<file path="config.mk">
export PLATFORM = sky130hd
export DESIGN_NAME = rd_ptr_empty
export DESIGN_NICKNAME = d
export VERILOG_FILES = /design/src/rtl/fifo_pkg.sv /design/src/rtl/gray_to_bin.sv /design/src/rtl/rd_ptr_empty.sv
export SDC_FILE = /design/constraint.sdc
export NUM_CORES = 1
export LEC_CHECK = 0
export ABC_AREA = 1
export BUFFER_PORTS_ARGS = -buffer_cell sky130_fd_sc_hd__buf_2
export CAP_MARGIN = 20
export CORE_MARGIN = 5
export CORE_UTILIZATION = 54
export DETAILED_ROUTE_END_ITERATION = 6
export PLACE_DENSITY_LB_ADDON = 0.05
export SLEW_MARGIN = 0
export SYNTH_ARGS = -nofsm -noshare
export SYNTH_HDL_FRONTEND = slang
export SYNTH_HIERARCHICAL = 1
export SYNTH_SLANG_ARGS = --single-unit
</file>
<file path="constraint.sdc">
create_clock -name rd_clk -period 3 [get_ports rd_clk]
set_clock_uncertainty 0.05 [all_clocks]
set_input_delay 0.3 -clock rd_clk [delete_from_list [all_inputs] [get_ports rd_clk]]
set_output_delay 0.3 -clock rd_clk [all_outputs]
set_load 0.05 [all_outputs]
</file>
<file path="src/rtl/fifo_pkg.sv">
`default_nettype none
// +--------------------------------------------------------------------+
// | fifo_pkg : shared FIFO constants and Gray/binary pointer helpers    |
// | Rev 1.0                                                            |
// +--------------------------------------------------------------------+
package fifo_pkg;

  localparam int FIFO_ADDR_WIDTH = 3;
  localparam int FIFO_DATA_WIDTH = 8;
  localparam int PTR_MAX_WIDTH   = 32;

  function automatic logic [PTR_MAX_WIDTH-1:0] bin2gray(input logic [PTR_MAX_WIDTH-1:0] bin);
    return (bin >> 1) ^ bin;
  endfunction

  // Prefix-XOR by doubling shifts; upper zero bits leave narrow pointers intact.
  function automatic logic [PTR_MAX_WIDTH-1:0] gray2bin(input logic [PTR_MAX_WIDTH-1:0] gray);
    logic [PTR_MAX_WIDTH-1:0] bin;
    bin = gray;
    for (int s = 1; s < PTR_MAX_WIDTH; s = s * 2) begin
      bin = bin ^ (bin >> s);
    end
    return bin;
  endfunction

endpackage
`default_nettype wire

</file>
<file path="src/rtl/gray_to_bin.sv">
`default_nettype none
// +--------------------------------------------------------------------+
// | gray_to_bin : combinational Gray-to-binary converter               |
// | Rev 1.0                                                            |
// +--------------------------------------------------------------------+
module gray_to_bin #(
  parameter int WIDTH = 4
) (
  input  logic [WIDTH-1:0] gray,
  output logic [WIDTH-1:0] bin
);

  // Each binary bit is the XOR of its own and all more-significant Gray bits.
  for (genvar i = 0; i < WIDTH; i++) begin : g_bit
    assign bin[i] = ^(gray >> i);
  end

endmodule
`default_nettype wire

</file>
<file path="src/rtl/rd_ptr_empty.sv">
`default_nettype none
// +--------------------------------------------------------------------+
// | rd_ptr_empty : async-FIFO read pointer, read data, empty/level flags|
// | Rev 1.0                                                            |
// +--------------------------------------------------------------------+
module rd_ptr_empty
  import fifo_pkg::*;
#(
  parameter int ADDR_WIDTH          = FIFO_ADDR_WIDTH,
  parameter int DATA_WIDTH          = FIFO_DATA_WIDTH,
  parameter int ALMOST_EMPTY_THRESH = 1
) (
  input  logic                  rd_clk,
  input  logic                  rd_rst,
  input  logic                  rd_en,
  input  logic [ADDR_WIDTH:0]   w_ptr_gray_sync,
  input  logic [DATA_WIDTH-1:0] mem_rd_data,
  output logic [ADDR_WIDTH-1:0] mem_rd_addr,
  output logic [ADDR_WIDTH:0]   r_ptr_gray,
  output logic [DATA_WIDTH-1:0] rd_data,
  output logic                  rd_valid,
  output logic                  empty,
  output logic                  almost_empty,
  output logic [ADDR_WIDTH:0]   rd_level,
  output logic                  underflow
);

  localparam int PW = ADDR_WIDTH + 1;
  localparam logic [ADDR_WIDTH:0] AE_THRESH = ALMOST_EMPTY_THRESH[ADDR_WIDTH:0];

  logic [ADDR_WIDTH:0]   r_ptr_bin_q, r_ptr_bin_d;
  logic [ADDR_WIDTH:0]   r_ptr_gray_q, r_ptr_gray_d;
  logic [DATA_WIDTH-1:0] rd_data_q, rd_data_d;
  logic                  rd_valid_q, rd_valid_d;
  logic                  empty_q, empty_d;
  logic                  almost_empty_q, almost_empty_d;
  logic [ADDR_WIDTH:0]   rd_level_q, rd_level_d;
  logic                  underflow_q, underflow_d;

  logic [ADDR_WIDTH:0]    w_ptr_bin;
  logic [PTR_MAX_WIDTH-1:0] gray_wide;
  logic                   accept;

  gray_to_bin #(
    .WIDTH (PW)
  ) u_w_gray_to_bin (
    .gray (w_ptr_gray_sync),
    .bin  (w_ptr_bin)
  );

  // Flags and level are computed from the next pointer so they line up with it.
  always_comb begin
    accept         = rd_en & ~empty_q;
    r_ptr_bin_d    = accept ? r_ptr_bin_q + 1'b1 : r_ptr_bin_q;
    gray_wide      = bin2gray(PTR_MAX_WIDTH'(r_ptr_bin_d));
    r_ptr_gray_d   = gray_wide[ADDR_WIDTH:0];
    rd_data_d      = accept ? mem_rd_data : rd_data_q;
    rd_valid_d     = accept;
    underflow_d    = rd_en & empty_q;
    empty_d        = (r_ptr_gray_d == w_ptr_gray_sync);
    rd_level_d     = w_ptr_bin - r_ptr_bin_d;
    almost_empty_d = (rd_level_d <= AE_THRESH);
  end

  always_ff @(posedge rd_clk) begin
    if (rd_rst) begin
      r_ptr_bin_q    <= '0;
      r_ptr_gray_q   <= '0;
      rd_data_q      <= '0;
      rd_valid_q     <= 1'b0;
      empty_q        <= 1'b1;
      almost_empty_q <= 1'b1;
      rd_level_q     <= '0;
      underflow_q    <= 1'b0;
    end else begin
      r_ptr_bin_q    <= r_ptr_bin_d;
      r_ptr_gray_q   <= r_ptr_gray_d;
      rd_data_q      <= rd_data_d;
      rd_valid_q     <= rd_valid_d;
      empty_q        <= empty_d;
      almost_empty_q <= almost_empty_d;
      rd_level_q     <= rd_level_d;
      underflow_q    <= underflow_d;
    end
  end

  assign mem_rd_addr  = r_ptr_bin_q[ADDR_WIDTH-1:0];
  assign r_ptr_gray   = r_ptr_gray_q;
  assign rd_data      = rd_data_q;
  assign rd_valid     = rd_valid_q;
  assign empty        = empty_q;
  assign almost_empty = almost_empty_q;
  assign rd_level     = rd_level_q;
  assign underflow    = underflow_q;

endmodule
`default_nettype wire

</file>
==> flow_metrics.py, run 1 <==
metrics = {
    "power_and_ir_drop": {
        "power_frac_comb": 0.379,
        "clockPowerShare": 0.183,
        "p_leak_nw": 0.850,
        "p_sw_mw": 0.323,
        "p_seq_frac": 0.438,
        "swShare": 0.409,
        "power_density_nw_per_um2": 529,
        "vdd_drop_max_uv": 300,
        "internal-power_mw": 0.467,
    },
    "synthesis": {
        "synth_ff_type": "dfxtp_1",
        "synthTopCellsByArea": "dfxtp_1 (36%), nand2_1 (15%), inv_1 (8.8%)",
        "syn_inst": 191,
        "yosys_warnings": 6,
        "syn_area_per_cell_sq_um": 6.70,
        "syn_nets": 210,
        "synth_edf_count": 0,
        "ys_ff_latch": 23,
        "yosys.area.top_type": "dfxtp_1",
        "ys_seq_area_frac": 0.360,
        "syn_area_sq_um": 1280,
        "yosysTopAreaCellShare": 0.360,
        "async_reset_ff_frac": 0,
        "synth_cell_types": 21,
    },
    "drt": {
        "drc": 0,
        "routedWlPerCell_um": 10.7,
        "antenna_left": 0,
        "vias": 1228,
        "drt_iter0_drc": 28,
        "drt_wl_total_um": 2740,
        "firstDrtPassIters": 4,
        "via_per_inst": 4.80,
    },
    "die": {
        "start_util": 0.573,
        "num_rows": 17,
        "dieArea_sq_um": 3440,
        "die_y_um": 58.7,
        "die_w_um": 58.7,
        "fp.coreArea_sq_um": 2230,
        "pin_count": 38,
    },
    "grt": {
        "grt_pass1_wl_um": 4450,
        "grt_pass1_vias": 1052,
        "grt_use_total": 0.167,
        "grt_start_max_net_pins": 14,
        "grt.overflow.total": 0,
        "antenna_found_initial": 0,
    },
    "cts": {
        "clk_latency_ns": 0.31,
        "ctsResizeCount": 0,
        "htreeDepth": 1,
        "post_cts_buffers": 0,
        "cts.clk_slew.worst_paths_ns": 0.13,
        "cts_hold_buffers": 0,
        "cts.sinks": 23,
        "clockBufferDepth": 2,
        "cts-buffers-inserted": 3,
        "cts_tree": "built",
        "root_buffer": "clkbuf_4",
    },
    "critical_path": {
        "path_class": "flip-flop to flip-flop",
        "crit_fanout": 5,
        "crit_path_cell_trace": "ha_1 -> nand2_1 -> nand3_4 -> nand2_4 -> ha_1 -> inv_1 -> nor2_1 -> inv_1 -> nor2_1 -> nor2_1 -> nand2_1 -> nand3_1 -> nand2_1 -> inv_1",
        "startpoint": "r_ptr_bin_q[1]",
        "slowest_delay_ns": 0.42,
        "cp.required_ns": 3.17,
        "r2r_start": "r_ptr_bin_q[1]",
        "worstPathBufferInverterCount": 3,
        "start_kind": "flip-flop",
        "end_kind": "flip-flop",
        "crit_family": "simple AND/OR/NAND/NOR gates",
        "cp.arrival_ns": 2.26,
        "crit_slowest_cell": "dfxtp_1",
    },
    "timing": {
        "finalHoldViolCount": 0,
        "rsz0062_at_grt": "no",
        "setup_viol": 0,
        "fmax_mhz": 480,
        "drv_slew": 0,
        "slew_headroom": 0.661,
        "timing.setup.tns_ns": 0,
        "worstMarginPinSlew_ns": 0.509,
        "period_share": 0.695,
        "period_needed_ns": 2.08,
    },
    "layout": {
        "synthToLayoutAreaGrowth_pct": 16.6,
        "nets": 248,
        "fill_cells": 209,
        "n_antenna_cell": 0,
        "drive_gt1_frac": 0.250,
        "design_area_sq_um": 1490,
    },
    "min_path": {
        "min-delay-start": "mem_rd_data[2]",
        "holdCritPathClass": "input port to flip-flop",
    },
    "placement": {
        "io_buffers": 37,
        "hpwlAfterDp_um": 2210,
        "place_area_sq_um": 1470,
        "finalWeightedCongestion": 0.865,
    },
    "run_status": {
        "status": "finished clean",
    },
    "run": {
        "maxCapViolCount": 0,
    },
}
cells in the final DEF (no fill, tap or decap), types with 2 or more instances in the layout:
| cell type | count |
|---|---|
| inv_1 | 30 |
| nand3_2 | 3 |
| nand2_1 | 51 |
| nor2_1 | 28 |
| o21ai_0 | 8 |
| a21oi_1 | 5 |
| dfxtp_1 | 23 |
| nand2_2 | 7 |
| nand3b_1 | 2 |
| nand3_1 | 16 |
| clkbuf_4 | 3 |
| ha_1 | 4 |
| buf_2 | 37 |
| nand2_4 | 4 |
power groups by stage:
stage                     clock network, mW  registers, mW  logic (mW)
final                                 0.144          0.346       0.299
after global routing                  0.164          0.350       0.327
after CTS                             0.149          0.346       0.301
after detailed placement                  0          0.354       0.300
after global placement                    0          0.353       0.293
after floorplan                           0          0.459       0.130
sequential cells by signal (all words and copies together), names as in the netlist:
name / cells
underflow: 1
empty: 1
almost_empty: 1
rd_valid: 1
rd_level: 4
r_ptr_gray: 3
rd_data: 8
r_ptr_bin_q: 4
metal layers:
layer,global-route usage,vias up,wire [um]
li1,-,655,-
met2,0.319,33,1340
met1,0.180,536,1150
met4,0.0583,0,38
met3,0.0351,4,217
met5,0,-,0
worst paths after layout:
kind,to,slack [ns],depth (start not counted)
hold / removal,rd_data[2],0.18,3
hold reg to reg,rd_data[2],0.44,2
setup / recovery,almost_empty,0.92,14
setup reg to reg,almost_empty,0.92,14
cell families (layout without fill, tap and decap cells):
family | after synthesis | after routing | share of synthesized area
flip-flops | 23 | 23 | 0.360
AND/OR/NAND/NOR | 115 | 115 | 0.426
buffers and inverters | 35 | 72 | 0.117
AO/OA/AOI/OAI | 13 | 13 | 0.0508
adder cells (fa/ha/maj) | 4 | 4 | 0.0391
XOR/XNOR | 1 | 1 | 0.00684
tightest hold or removal path, stage by stage:
cell     delay (ns)
buf_2          0.07
o21ai_0        0.07
nor2_1         0.07
cells in the mapped netlist (2+ instances only):
library cell / count
a21oi_1: 5
buf_6: 2
dfxtp_1: 23
ha_1: 4
inv_1: 30
nand2_1: 51
nand2_2: 7
nand2_4: 4
nand3_1: 16
nand3_2: 3
nand3b_1: 2
nor2_1: 28
o21ai_0: 8
stage by stage:
step           power, mW  instances  setup slack (ns)   util  hold WS (ns)
6_report           0.790        256             0.915  0.668         0.181
5_1_grt            0.842        256             0.724  0.668         0.173
4_1_cts            0.796        256             0.921  0.668         0.177
3_5_place_dp       0.654        252             0.851  0.657         0.419
3_3_place_gp       0.646        252             0.898  0.657         0.409
2_1_floorplan      0.590        191             0.789      -         0.331
final cells by class:
| class | count | area (sq um) | area share |
|---|---|---|---|
| Sequential cell | 23 | 460 | 0.308 |
| Timing Repair Buffer | 37 | 185 | 0.124 |
| Tap cell | 28 | 35.0 | 0.0235 |
| Inverter | 31 | 116 | 0.0780 |
| Clock buffer | 4 | 26.3 | 0.0176 |
| Multi-Input combinational cell | 133 | 669 | 0.448 |
No activity file was read; power rests on OpenSTA's default activity.
==> inputs of run 2 (changes only) <==
Settings changed: ABC_AREA 1 to 0, CORE_UTILIZATION 54 to 47.
Clock period 3 ns to 2 ns, I/O delays scaled along.
==> flow_metrics.py, run 2 <==
metrics = {
    "run_status": {
        "status": "finished, violations left",
        "violations": "negative setup slack",
    },
    "timing": {
        "setup_viol": 2,
        "slew_headroom": 0.727,
        "layout_setup_ws_ns": -0.110,
        "drv_slew": 0,
        "fmax_mhz": 474,
        "period_share": 1.05,
        "rsz0062_at_grt": "yes",
        "period_needed_ns": 2.11,
        "holdWs_ns": 0.0612,
        "worstMarginPinSlew_ns": 0.410,
        "finalHoldViolCount": 0,
    },
    "layout": {
        "largest_reg_flops": 8,
        "fill_cells": 205,
        "n_antenna_cell": 0,
        "multi_input_area_sq_um": 572,
        "nets": 172,
        "synthToLayoutAreaGrowth_pct": 33.5,
        "instances_no_fill": 180,
        "final_common_cell": "buf_2",
        "final_cell_mix": "buf_2 (37), dfxtp_1 (19), nand2_1 (18)",
        "regArea_sq_um": 470,
        "design_area_sq_um": 1390,
        "drive_gt1_frac": 0.428,
    },
    "grt": {
        "grt.overflow.total": 0,
        "antenna_found_initial": 0,
        "grt_pass1_wl_um": 3630,
        "grt_start_max_net_pins": 24,
        "grt_use_total": 0.144,
        "grt_pass1_vias": 791,
    },
    "critical_path": {
        "cp.arrival_ns": 2.29,
        "crit_slowest_cell": "dfxtp_4",
        "cp.required_ns": 2.18,
        "crit_fanout": 2,
        "crit_path_cell_trace": "ha_4 -> nand3b_1 -> xor2_4 -> ha_4 -> and3_4 -> a311o_1 -> xnor3_1 -> a31o_1",
        "cpMostUsedCell": "ha_4",
        "start_kind": "flip-flop",
        "crit_family": "compound AO/OA/AOI/OAI gates",
        "worstPathBufferInverterCount": 0,
        "path_class": "flip-flop to flip-flop",
        "slowest_delay_ns": 0.37,
        "end_kind": "flip-flop",
    },
    "placement": {
        "dpl.cell_count": 176,
        "place_area_sq_um": 1360,
        "hpwlAfterDp_um": 1650,
        "io_buffers": 37,
        "finalWeightedCongestion": 0.790,
    },
    "power_and_ir_drop": {
        "power_density_nw_per_um2": 788,
        "vdd_drop_max_uv": 701,
        "p_leak_nw": 0.678,
    },
    "synthesis": {
        "yosysMostFrequentCell": "dfxtp_1",
        "syn_nets": 124,
        "yosys_warnings": 6,
        "synth_ff_type": "dfxtp_1",
        "synthTopCellsByCount": "dfxtp_1 (23), nand2_1 (18), nor2_1 (13)",
        "ys_seq_area_frac": 0.443,
        "synthTopCellsByArea": "dfxtp_1 (44%), xnor2_1 (6.7%), nand2_1 (6.5%)",
        "syn_area_per_cell_sq_um": 9.90,
        "synth_edf_count": 0,
        "syn_inst": 105,
        "synth_cell_types": 24,
        "yosysTopAreaCellShare": 0.443,
        "syn_area_sq_um": 1040,
        "yosys.area.top_type": "dfxtp_1",
        "async_reset_ff_frac": 0,
        "ys_ff_latch": 23,
    },
    "drt": {
        "drt_wl_total_um": 2160,
        "drc": 0,
        "routedWlPerCell_um": 12.0,
        "antenna_left": 0,
        "via_per_inst": 4.51,
        "vias": 811,
        "drt_iter0_drc": 16,
        "firstDrtPassIters": 4,
    },
    "die": {
        "num_rows": 17,
        "die_y_um": 57.0,
        "start_util": 0.479,
        "fp.coreArea_sq_um": 2170,
        "dieArea_sq_um": 3250,
        "pin_count": 38,
        "die_w_um": 57.0,
    },
    "cts": {
        "clockBufferDepth": 2,
        "post_cts_buffers": 0,
        "htreeDepth": 1,
        "clk_latency_ns": 0.31,
        "cts-buffers-inserted": 3,
        "cts_tree": "built",
        "cts.clk_slew.worst_paths_ns": 0.13,
        "root_buffer": "clkbuf_4",
        "cts.sinks": 23,
    },
    "min_path": {
        "holdCritPathClass": "input port to flip-flop",
    },
    "run": {
        "maxCapViolCount": 0,
    },
}
==> run 2: cell count changes after synthesis, moves of 15 or more <==
| cell | change |
|---|---|
| nand2_1 | -33 |
| inv_1 | -26 |
| nand3_1 | -16 |
| nor2_1 | -15 |
==> run 2: report_power, final <==
group / leakage (nW) / internal (mW) / switching (mW)
clock network: 0.0177 / 0.0748 / 0.142
registers: 0.191 / 0.494 / 0.0129
logic: 0.470 / 0.128 / 0.242
total: 0.678 / 0.697 / 0.397
==> run 2: cells by family after synthesis <==
kind of cell / Yosys count / synth area share
fa+ha+maj: 4 / 0.0481
simple gates: 37 / 0.162
buf+inv: 9 / 0.0361
flops: 23 / 0.443
xor+xnor: 18 / 0.221
mux: 1 / 0.0132
compound gates: 13 / 0.0758
==> run 2: tightest hold or removal path: stages <==
cell     delay (ns)
buf_2          0.09
nand2_1        0.04
a21oi_1        0.05
==> run 2: layout make-up <==
type / count / area share
multi-input combinational: 73 / 0.412
sequential: 23 / 0.339
timing repair buffer: 48 / 0.193
tap: 28 / 0.0252
clock buffer: 3 / 0.0162
inverter: 4 / 0.0108
clock inverter: 1 / 0.00361
==> run 2: metal layers <==
| layer | part of all wire | track usage | vias up |
|---|---|---|---|
| met5 | 0 | 0 | - |
| met4 | 0.019 | 0.0695 | 0 |
| met3 | 0.068 | 0.0294 | 4 |
| met2 | 0.47 | 0.212 | 24 |
| met1 | 0.45 | 0.200 | 354 |
| li1 | - | - | 429 |
==> run 2: through the flow <==
| stage | TNS (ns) | worst slack (ns) | utilization | power, mW |
|---|---|---|---|---|
| after floorplan | -0.320 | -0.210 | - | 0.784 |
| after global placement | -0.0133 | -0.0133 | 0.625 | 0.880 |
| after detailed placement | -0.0983 | -0.0925 | 0.625 | 0.885 |
| after CTS | -0.121 | -0.103 | 0.637 | 1.11 |
| after global routing | -0.288 | -0.184 | 0.640 | 1.18 |
| final | -0.134 | -0.110 | 0.640 | 1.09 |
==> run 2: timing repair <==
item                       in CTS  in global routing
resized for setup               0                  1
hold buffers                    0                  0
pin swaps                       0                  0
setup endpoints to repair       2                  2
==> run 2: worst paths after layout <==
kind	from	end	slack (ns)	cells after the start
max	r_ptr_bin_q[0]	almost_empty	-0.11	8
max reg2reg	r_ptr_bin_q[0]	almost_empty	-0.11	8
min reg2reg	rd_data[3]	rd_data[3]	0.41	2
min	mem_rd_data[4]	rd_data[4]	0.06	3
